[src/rtl/serial_paralelo_align_if.sv]
// Lane-side signal bundle for the receive serial-to-parallel aligner.
// The slave modport is the aligner itself; master is whoever feeds bits and consumes bytes.
interface serial_paralelo_align_if;
   logic       data_in;
   logic [7:0] data_out;
   logic       valid_out;
   logic       byte_strobe;
   logic       active;

   modport master (
      output data_in,
      input  data_out,
      input  valid_out,
      input  byte_strobe,
      input  active
   );

   modport slave (
      input  data_in,
      output data_out,
      output valid_out,
      output byte_strobe,
      output active
   );
endinterface

[src/rtl/serial_paralelo_align.sv]
// One-lane receive deserializer: hunts for COM symbols in the bit stream, locks byte
// alignment after COM_NEEDED consecutive aligned COMs, then emits one byte per 8 bit clocks.
module serial_paralelo_align #(
   parameter logic [7:0] COM_SYMBOL = 8'hBC,
   parameter int         COM_NEEDED = 4
) (
   input  logic                    clk_32f,
   input  logic                    reset,
   serial_paralelo_align_if.slave  lane
);

   typedef enum logic [1:0] {
      HUNT   = 2'd0,
      ALIGN  = 2'd1,
      ACTIVE = 2'd2
   } state_t;

   localparam logic [3:0] LOCK_CNT = 4'(COM_NEEDED - 1);

   state_t     state_reg, state_next;
   logic [7:0] sr_reg, sr_next;
   logic [2:0] bit_cnt_reg, bit_cnt_next;
   logic [3:0] com_cnt_reg, com_cnt_next;
   logic [7:0] data_out_reg, data_out_next;
   logic       valid_out_reg, valid_out_next;
   logic       byte_strobe_reg, byte_strobe_next;
   logic       active_reg, active_next;

   logic is_com;
   logic boundary;

   assign is_com   = (sr_reg == COM_SYMBOL);
   assign boundary = (bit_cnt_reg == 3'd0);

   always_comb begin
      state_next       = state_reg;
      sr_next          = {sr_reg[6:0], lane.data_in};
      bit_cnt_next     = bit_cnt_reg;
      com_cnt_next     = com_cnt_reg;
      data_out_next    = data_out_reg;
      valid_out_next   = 1'b0;
      byte_strobe_next = 1'b0;

      case (state_reg)
         HUNT: begin
            bit_cnt_next = 3'd0;
            // The bit entering sr on the transition edge is already bit 1 of the next byte.
            if (is_com) begin
               state_next   = ALIGN;
               com_cnt_next = 4'd1;
               bit_cnt_next = 3'd1;
            end
         end
         ALIGN: begin
            bit_cnt_next = bit_cnt_reg + 3'd1;
            if (boundary) begin
               if (is_com) begin
                  if (com_cnt_reg == LOCK_CNT) begin
                     state_next   = ACTIVE;
                     com_cnt_next = 4'd0;
                  end else begin
                     com_cnt_next = com_cnt_reg + 4'd1;
                  end
               end else begin
                  // This cycle's sr is not re-examined; hunting resumes on the next bit.
                  state_next   = HUNT;
                  com_cnt_next = 4'd0;
                  bit_cnt_next = 3'd0;
               end
            end
         end
         ACTIVE: begin
            bit_cnt_next = bit_cnt_reg + 3'd1;
            if (boundary) begin
               byte_strobe_next = 1'b1;
               if (!is_com) begin
                  data_out_next  = sr_reg;
                  valid_out_next = 1'b1;
               end
            end
         end
         default: begin
            state_next = HUNT;
         end
      endcase

      active_next = (state_next == ACTIVE);
   end

   always_ff @(posedge clk_32f or posedge reset) begin
      if (reset) begin
         state_reg       <= HUNT;
         sr_reg          <= 8'h00;
         bit_cnt_reg     <= 3'd0;
         com_cnt_reg     <= 4'd0;
         data_out_reg    <= 8'h00;
         valid_out_reg   <= 1'b0;
         byte_strobe_reg <= 1'b0;
         active_reg      <= 1'b0;
      end else begin
         state_reg       <= state_next;
         sr_reg          <= sr_next;
         bit_cnt_reg     <= bit_cnt_next;
         com_cnt_reg     <= com_cnt_next;
         data_out_reg    <= data_out_next;
         valid_out_reg   <= valid_out_next;
         byte_strobe_reg <= byte_strobe_next;
         active_reg      <= active_next;
      end
   end

   assign lane.data_out    = data_out_reg;
   assign lane.valid_out   = valid_out_reg;
   assign lane.byte_strobe = byte_strobe_reg;
   assign lane.active      = active_reg;

endmodule

[src/flat_wrapper.sv]
// flat-port wrapper written by rule: the top's interface ports become plain ports
module serial_paralelo_align_flat 
#(
   parameter logic [7:0] COM_SYMBOL = 8'hBC,
   parameter int         COM_NEEDED = 4
)
  (clk_32f, reset, lane_data_in, lane_data_out, lane_valid_out, lane_byte_strobe, lane_active);
  serial_paralelo_align_if lane_i ();
  input  logic clk_32f;
  input  logic reset;
  input wire logic [$bits(lane_i.data_in)-1:0] lane_data_in;
  output wire logic [$bits(lane_i.data_out)-1:0] lane_data_out;
  output wire logic [$bits(lane_i.valid_out)-1:0] lane_valid_out;
  output wire logic [$bits(lane_i.byte_strobe)-1:0] lane_byte_strobe;
  output wire logic [$bits(lane_i.active)-1:0] lane_active;
  assign lane_i.data_in = lane_data_in;
  assign lane_data_out = lane_i.data_out;
  assign lane_valid_out = lane_i.valid_out;
  assign lane_byte_strobe = lane_i.byte_strobe;
  assign lane_active = lane_i.active;
  serial_paralelo_align #(.COM_SYMBOL(COM_SYMBOL), .COM_NEEDED(COM_NEEDED)) u_core (.clk_32f(clk_32f), .reset(reset), .lane(lane_i));
endmodule
[config.mk]
export PLATFORM = sky130hd
export DESIGN_NAME = serial_paralelo_align_flat
export DESIGN_NICKNAME = d
export VERILOG_FILES = /design/src/rtl/serial_paralelo_align_if.sv /design/src/rtl/serial_paralelo_align.sv /design/src/flat_wrapper.sv
export SDC_FILE = /design/constraint.sdc
export NUM_CORES = 1
export LEC_CHECK = 0
export CAP_MARGIN = 20
export CORE_AREA = 2 2 61 46
export CTS_CLUSTER_SIZE = 30
export DETAILED_ROUTE_END_ITERATION = 10
export DIE_AREA = 0 0 63 48
export HOLD_SLACK_MARGIN = 0.02
export PLACE_DENSITY = 0.74
export REMOVE_ABC_BUFFERS = 1
export SYNTH_ARGS = -nofsm -noshare
export SYNTH_HDL_FRONTEND = slang
export SYNTH_SLANG_ARGS = --single-unit
[constraint.sdc]
create_clock -name clk_32f -period 2.09 [get_ports clk_32f]
set_input_delay 0.418 -clock clk_32f [delete_from_list [all_inputs] [get_ports clk_32f]]
set_output_delay 0.418 -clock clk_32f [all_outputs]
set_load 0.05 [all_outputs]
[Yosys cells after proc, flatten, opt, wreduce, memory -nomap -nowiden]
Cells that the tools add are included.
Storage, ports and cells
  register bits: 28
  logic and storage cells: 43
Operators by class
  add/subtract/negate cells: 2
  equality and inequality tests: 7
  muxes and demuxes: 19
  bitwise logic cells: 1
  reduce and logical (&&, ||, !) cells: 6
Operators by type and width (number)
  $mux 4: 4
  $pmux 3 s3: 1
  $eq 8x8->1 const B: 1
  $mux 2: 4
  $pmux 4 s2: 1
  $mux 1: 6
  $mux 3: 2
  $pmux 2 s3: 1
  $reduce_and 3->1: 2
  $add 4x1->4 const B: 1
  $eq 2x2->1 const B: 2
  $eq 4x2->1 const B: 1
  $ne 2x1->1 const B: 2
  $add 3x1->3 const B: 1
  $logic_not 3->1: 1
  $reduce_bool 3->1: 1
  $eq 2x1->1 const B: 1
  $logic_not 2->1: 1
  $reduce_bool 2->1: 1
  $not 1->1: 1

[Longest topological paths before layout]
Gate-level depths: netlist of run 1.
  word-level depth: 6
  depth in mapped cells: 8

[Worst setup path before layout of run 1]
No wires, ideal clock.
  kind: register to register
  from: register u_core.state_reg[1]
  to: register u_core.bit_cnt_reg[2]
  setup time: 0.064 ns
  data arrival time: 1.706 ns
  data required time: 2.026 ns
  path slack: 0.320 ns
  stages on the path, launching flop included: 9
  cells stage by stage: dfrtp_1 > inv_1 > ha_1 > buf_2 > inv_1 > nor4_1 > o21ai_0 > nor4b_1 > a21o_1
Between the ends
  longest elaborated chain between the ends: 2
RTL lines
  start: declaration: RTL line serial_paralelo_align.sv:20  | state_t state_reg, state_next;
  start signal: assignment: RTL line serial_paralelo_align.sv:101  | state_reg <= state_next;
  $eq 2x2->1, or another cell as far along: RTL line serial_paralelo_align.sv:44  | case (state_reg)
  $pmux 3 s3 or $reduce_bool 3->1 (tied branches)
  end signal: assignment: RTL line serial_paralelo_align.sv:103  | bit_cnt_reg <= bit_cnt_next;
  end: declaration: RTL line serial_paralelo_align.sv:22  | logic [2:0] bit_cnt_reg, bit_cnt_next;
Parallel ways exist; a longest one is shown, timed or not.
A chain may end at the register's enable or synchronous reset.

[Worst setup path after layout of run 1]
  from: register u_core.data_out_reg[5], in the netlist u_core.lane.data_out[5]
  to: output port lane_data_out[5]
RTL lines
  start: declaration: RTL line serial_paralelo_align.sv:24  | logic [7:0] data_out_reg, data_out_next;
  start signal: assignment: RTL line serial_paralelo_align.sv:105  | data_out_reg <= data_out_next;
  end: declaration: RTL line flat_wrapper.sv:12  | output wire logic [$bits(lane_i.data_out)-1:0] lane_data_out;
No word-level cell between the ends.

==> results.py, run 1 <==
metrics = {
    "clock_network": {
        "htreeDepth": 1,
        "clkTransAtPathRegs_ns": 0.14,
        "cts_hold_buf": 0,
        "cts_buffer_depth": 2,
        "cts_setup_buffers": 0,
        "clock_latency_ns": 0.32,
        "root_buffer": "clkbuf_4",
        "cts_resized": 0,
        "cts_tree": "yes",
        "clock-sinks": 28,
        "cts_buffers": 3,
    },
    "final_layout": {
        "layout-drive-gt1-share_pct": 16.8,
        "regArea_um2": 701,
        "fin_nets": 132,
        "multi_input_area_um2": 502,
        "num-fill-cells": 205,
        "syn_to_final_growth_pct": 16.4,
        "n_antenna_cell": 0,
    },
    "yosys": {
        "yosys_warnings": 0,
        "yosys_most_used_dff": "dfrtp_1",
        "async_flop_share_pct": 100,
        "ys_top_cells_by_area": "dfrtp_1 56%, mux2_2 8.1%, ha_1 8.0%",
        "syn_area_um2": 1250,
        "syn_inst": 102,
        "synth.avg_cell_area_um2": 12.2,
        "synth_seq_cells": 28,
        "ys_top_cells_by_count": "28 x dfrtp_1, 11 x inv_1, 9 x mux2_2",
        "synth_edf_count": 0,
        "netlist-cell-type-count": 31,
        "synth_top_area_share_pct": 56.1,
        "yosysTopAreaCell": "dfrtp_1",
        "ys_seq_area_share_pct": 56.1,
        "post-synth-top-count-cell": "dfrtp_1",
    },
    "pwr": {
        "comb_power_share_pct": 38.3,
        "p_seq_share_pct": 47.1,
        "sw_frac_of_total_pct": 38.1,
        "pwr-share-clk_pct": 14.6,
        "power.density_nw_per_um2": 1000,
        "p_int_uw": 904,
        "power_switching_uw": 555,
        "ir_worst_vdd_v": 0.000770,
        "cellLeakagePower_nw": 0.681,
    },
    "die": {
        "die_area_um2": 3020,
        "start_util_pct": 52.4,
        "die_h_um": 48,
        "core-area_um2": 2380,
        "rows": 15,
        "die_w_um": 63,
        "boundaryPins": 14,
    },
    "critical_path": {
        "arrival_ns": 1.51,
        "max_stage_delay_ns": 0.81,
        "path_buf_inv": 1,
        "crit_path_end_kind": "output pin",
        "ff2ff_setup_slack_ns": 0.25,
        "slowest_stage": "clkdlybuf4s50_1",
        "crit_chain": "clkdlybuf4s50_1",
        "cp_max_fo": 2,
        "cp.required_ns": 1.67,
        "worst_setup_path_start_kind": "register",
        "worst_path_dominant_cell_family": "buffers and inverters",
        "critPathKind": "register to output pin",
    },
    "drt": {
        "routed_wl_um": 2070,
        "drtAntennaViolNets": 0,
        "drt_pass1_iterations": 4,
        "vias": 813,
        "wire_per_inst_um": 13.5,
        "dr.first_iter.drc_count": 29,
        "via_per_inst": 5.31,
        "route.detailed.drc": 0,
    },
    "min_path": {
        "min_path_type": "register to register",
    },
    "placement": {
        "place_congestion": 0.778,
        "dp_hpwl_um": 1580,
        "port_buffers": 13,
    },
    "timing": {
        "setup_viol": 0,
        "whs_ns": 0.408,
        "min_period_ns": 1.93,
        "max_slew_margin_pct": 66.3,
        "fmax_mhz": 518,
        "fin_crit_sh_pct": 92.4,
        "fin_skew_ns": 0.00739,
        "fin_setup_tns_ns": 0,
        "worst_slew_pin_slew_ns": 0.504,
        "finalHoldViolations": 0,
        "grt_setup_unrepaired": "no",
        "maxSlewViolCount": 0,
    },
    "global_routing": {
        "track_usage_pct": 16.1,
        "grt-ovfl-total": 0,
        "grt_pass1_vias": 765,
        "grt_max_degree": 29,
        "antenna_found_initial": 0,
        "grt_pass1_wl_um": 3570,
    },
    "job": {
        "drv_cap": 0,
    },
    "run_status": {
        "status": "completed",
    },
}
[stage by stage]
stage	util [%]	setup slack (ns)	total power, mW	instance area (um2)	instances
2_1_floorplan	-	0.303	1.07	1240	101
3_5_place_dp	60.1	0.277	1.26	1430	150
6_report	61.0	0.158	1.46	1450	153
3_3_place_gp	60.1	0.315	1.25	1430	150
4_1_cts	61.0	0.132	1.48	1450	153
5_1_grt	61.0	0.0987	1.52	1450	153
[path summary, 6_finish.rpt]
| path | cells past startpoint | endpoint | startpoint |
|---|---|---|---|
| setup / recovery | 1 | lane_data_out[5] | u_core.lane.data_out[5] |
| hold / removal | 0 | u_core.sr_reg[7] | u_core.sr_reg[6] |
| setup reg to reg | 5 | u_core.com_cnt_reg[0] | u_core.sr_reg[1] |
| min in group asynchronous | 3 | u_core.lane.data_out[4] | reset |
| max in group asynchronous | 3 | u_core.bit_cnt_reg[2] | reset |
| hold reg to reg | 0 | u_core.sr_reg[7] | u_core.sr_reg[6] |
[cell usage in the layout, fill, tap and decap left out]
cell type and instances:
mux2_2 9, nand4_1 2, o21ai_0 5, nor4b_1 1, dfrtp_1 28, nor2b_1 2
a21o_1 2, nand2_1 6, nand2b_1 4, a311oi_1 1, o211ai_1 1, nor4_1 1
clkbuf_4 3, nand2_2 2, a21oi_1 2, and2_1 1, o31ai_1 1, ha_1 8
inv_1 11, o221ai_1 2, o21bai_1 1, nand3_1 1, o22a_1 1, nor3_4 1
a31oi_1 1, or3_1 1, clkdlybuf4s50_1 13, or3b_2 1, or2_4 1, a211oi_1 1
buf_4 2, a22oi_2 1, or4_1 2
[cell type report]
type	count	share of cell area (%)
Clock buffer	3	1.55
Inverter	11	2.84
Multi-Input combinational cell	62	34.5
Sequential cell	28	48.2
Tap cell	34	2.93
Timing Repair Buffer	15	9.98
[cells by family after synthesis]
| group | after synthesis | share of synthesized area (%) |
|---|---|---|
| AOI/OAI and AO/OA | 19 | 10.7 |
| adders and majority gates | 8 | 8.02 |
| buffers and inverters | 12 | 3.71 |
| DFF | 28 | 56.1 |
| muxes | 9 | 8.12 |
| and+or+nand+nor | 26 | 13.3 |
[routing by layer]
metal | global-route usage (%) | part of all wire [%]
met3 | 4.24 | 4.3
met1 | 20.8 | 48
met5 | 0 | 0
met2 | 27.4 | 47
met4 | 5.33 | 0.92
[power by group through the flow]
stage / clock network [mW] / logic, mW / registers, mW
CTS: 0.224 / 0.564 / 0.689
global placement: 0 / 0.554 / 0.692
global route: 0.240 / 0.581 / 0.700
detailed placement: 0 / 0.562 / 0.700
finish: 0.213 / 0.559 / 0.687
floorplan: 0 / 0.117 / 0.952
No activity file was read; power rests on OpenSTA's default activity.
==> run 2, diff against run 1 <==
--- a/config.mk
+++ b/config.mk
@@ -5,14 +5,13 @@
 export SDC_FILE = /design/constraint.sdc
 export NUM_CORES = 1
 export LEC_CHECK = 0
-export CAP_MARGIN = 20
 export CORE_AREA = 2 2 61 46
 export CTS_CLUSTER_SIZE = 30
 export DETAILED_ROUTE_END_ITERATION = 10
 export DIE_AREA = 0 0 63 48
-export HOLD_SLACK_MARGIN = 0.02
 export PLACE_DENSITY = 0.74
 export REMOVE_ABC_BUFFERS = 1
 export SYNTH_ARGS = -nofsm -noshare
 export SYNTH_HDL_FRONTEND = slang
 export SYNTH_SLANG_ARGS = --single-unit
+export TNS_END_PERCENT = 100
==> results of run 2 <==
The final DEF is identical to that of run 1; final timing and power are the same.
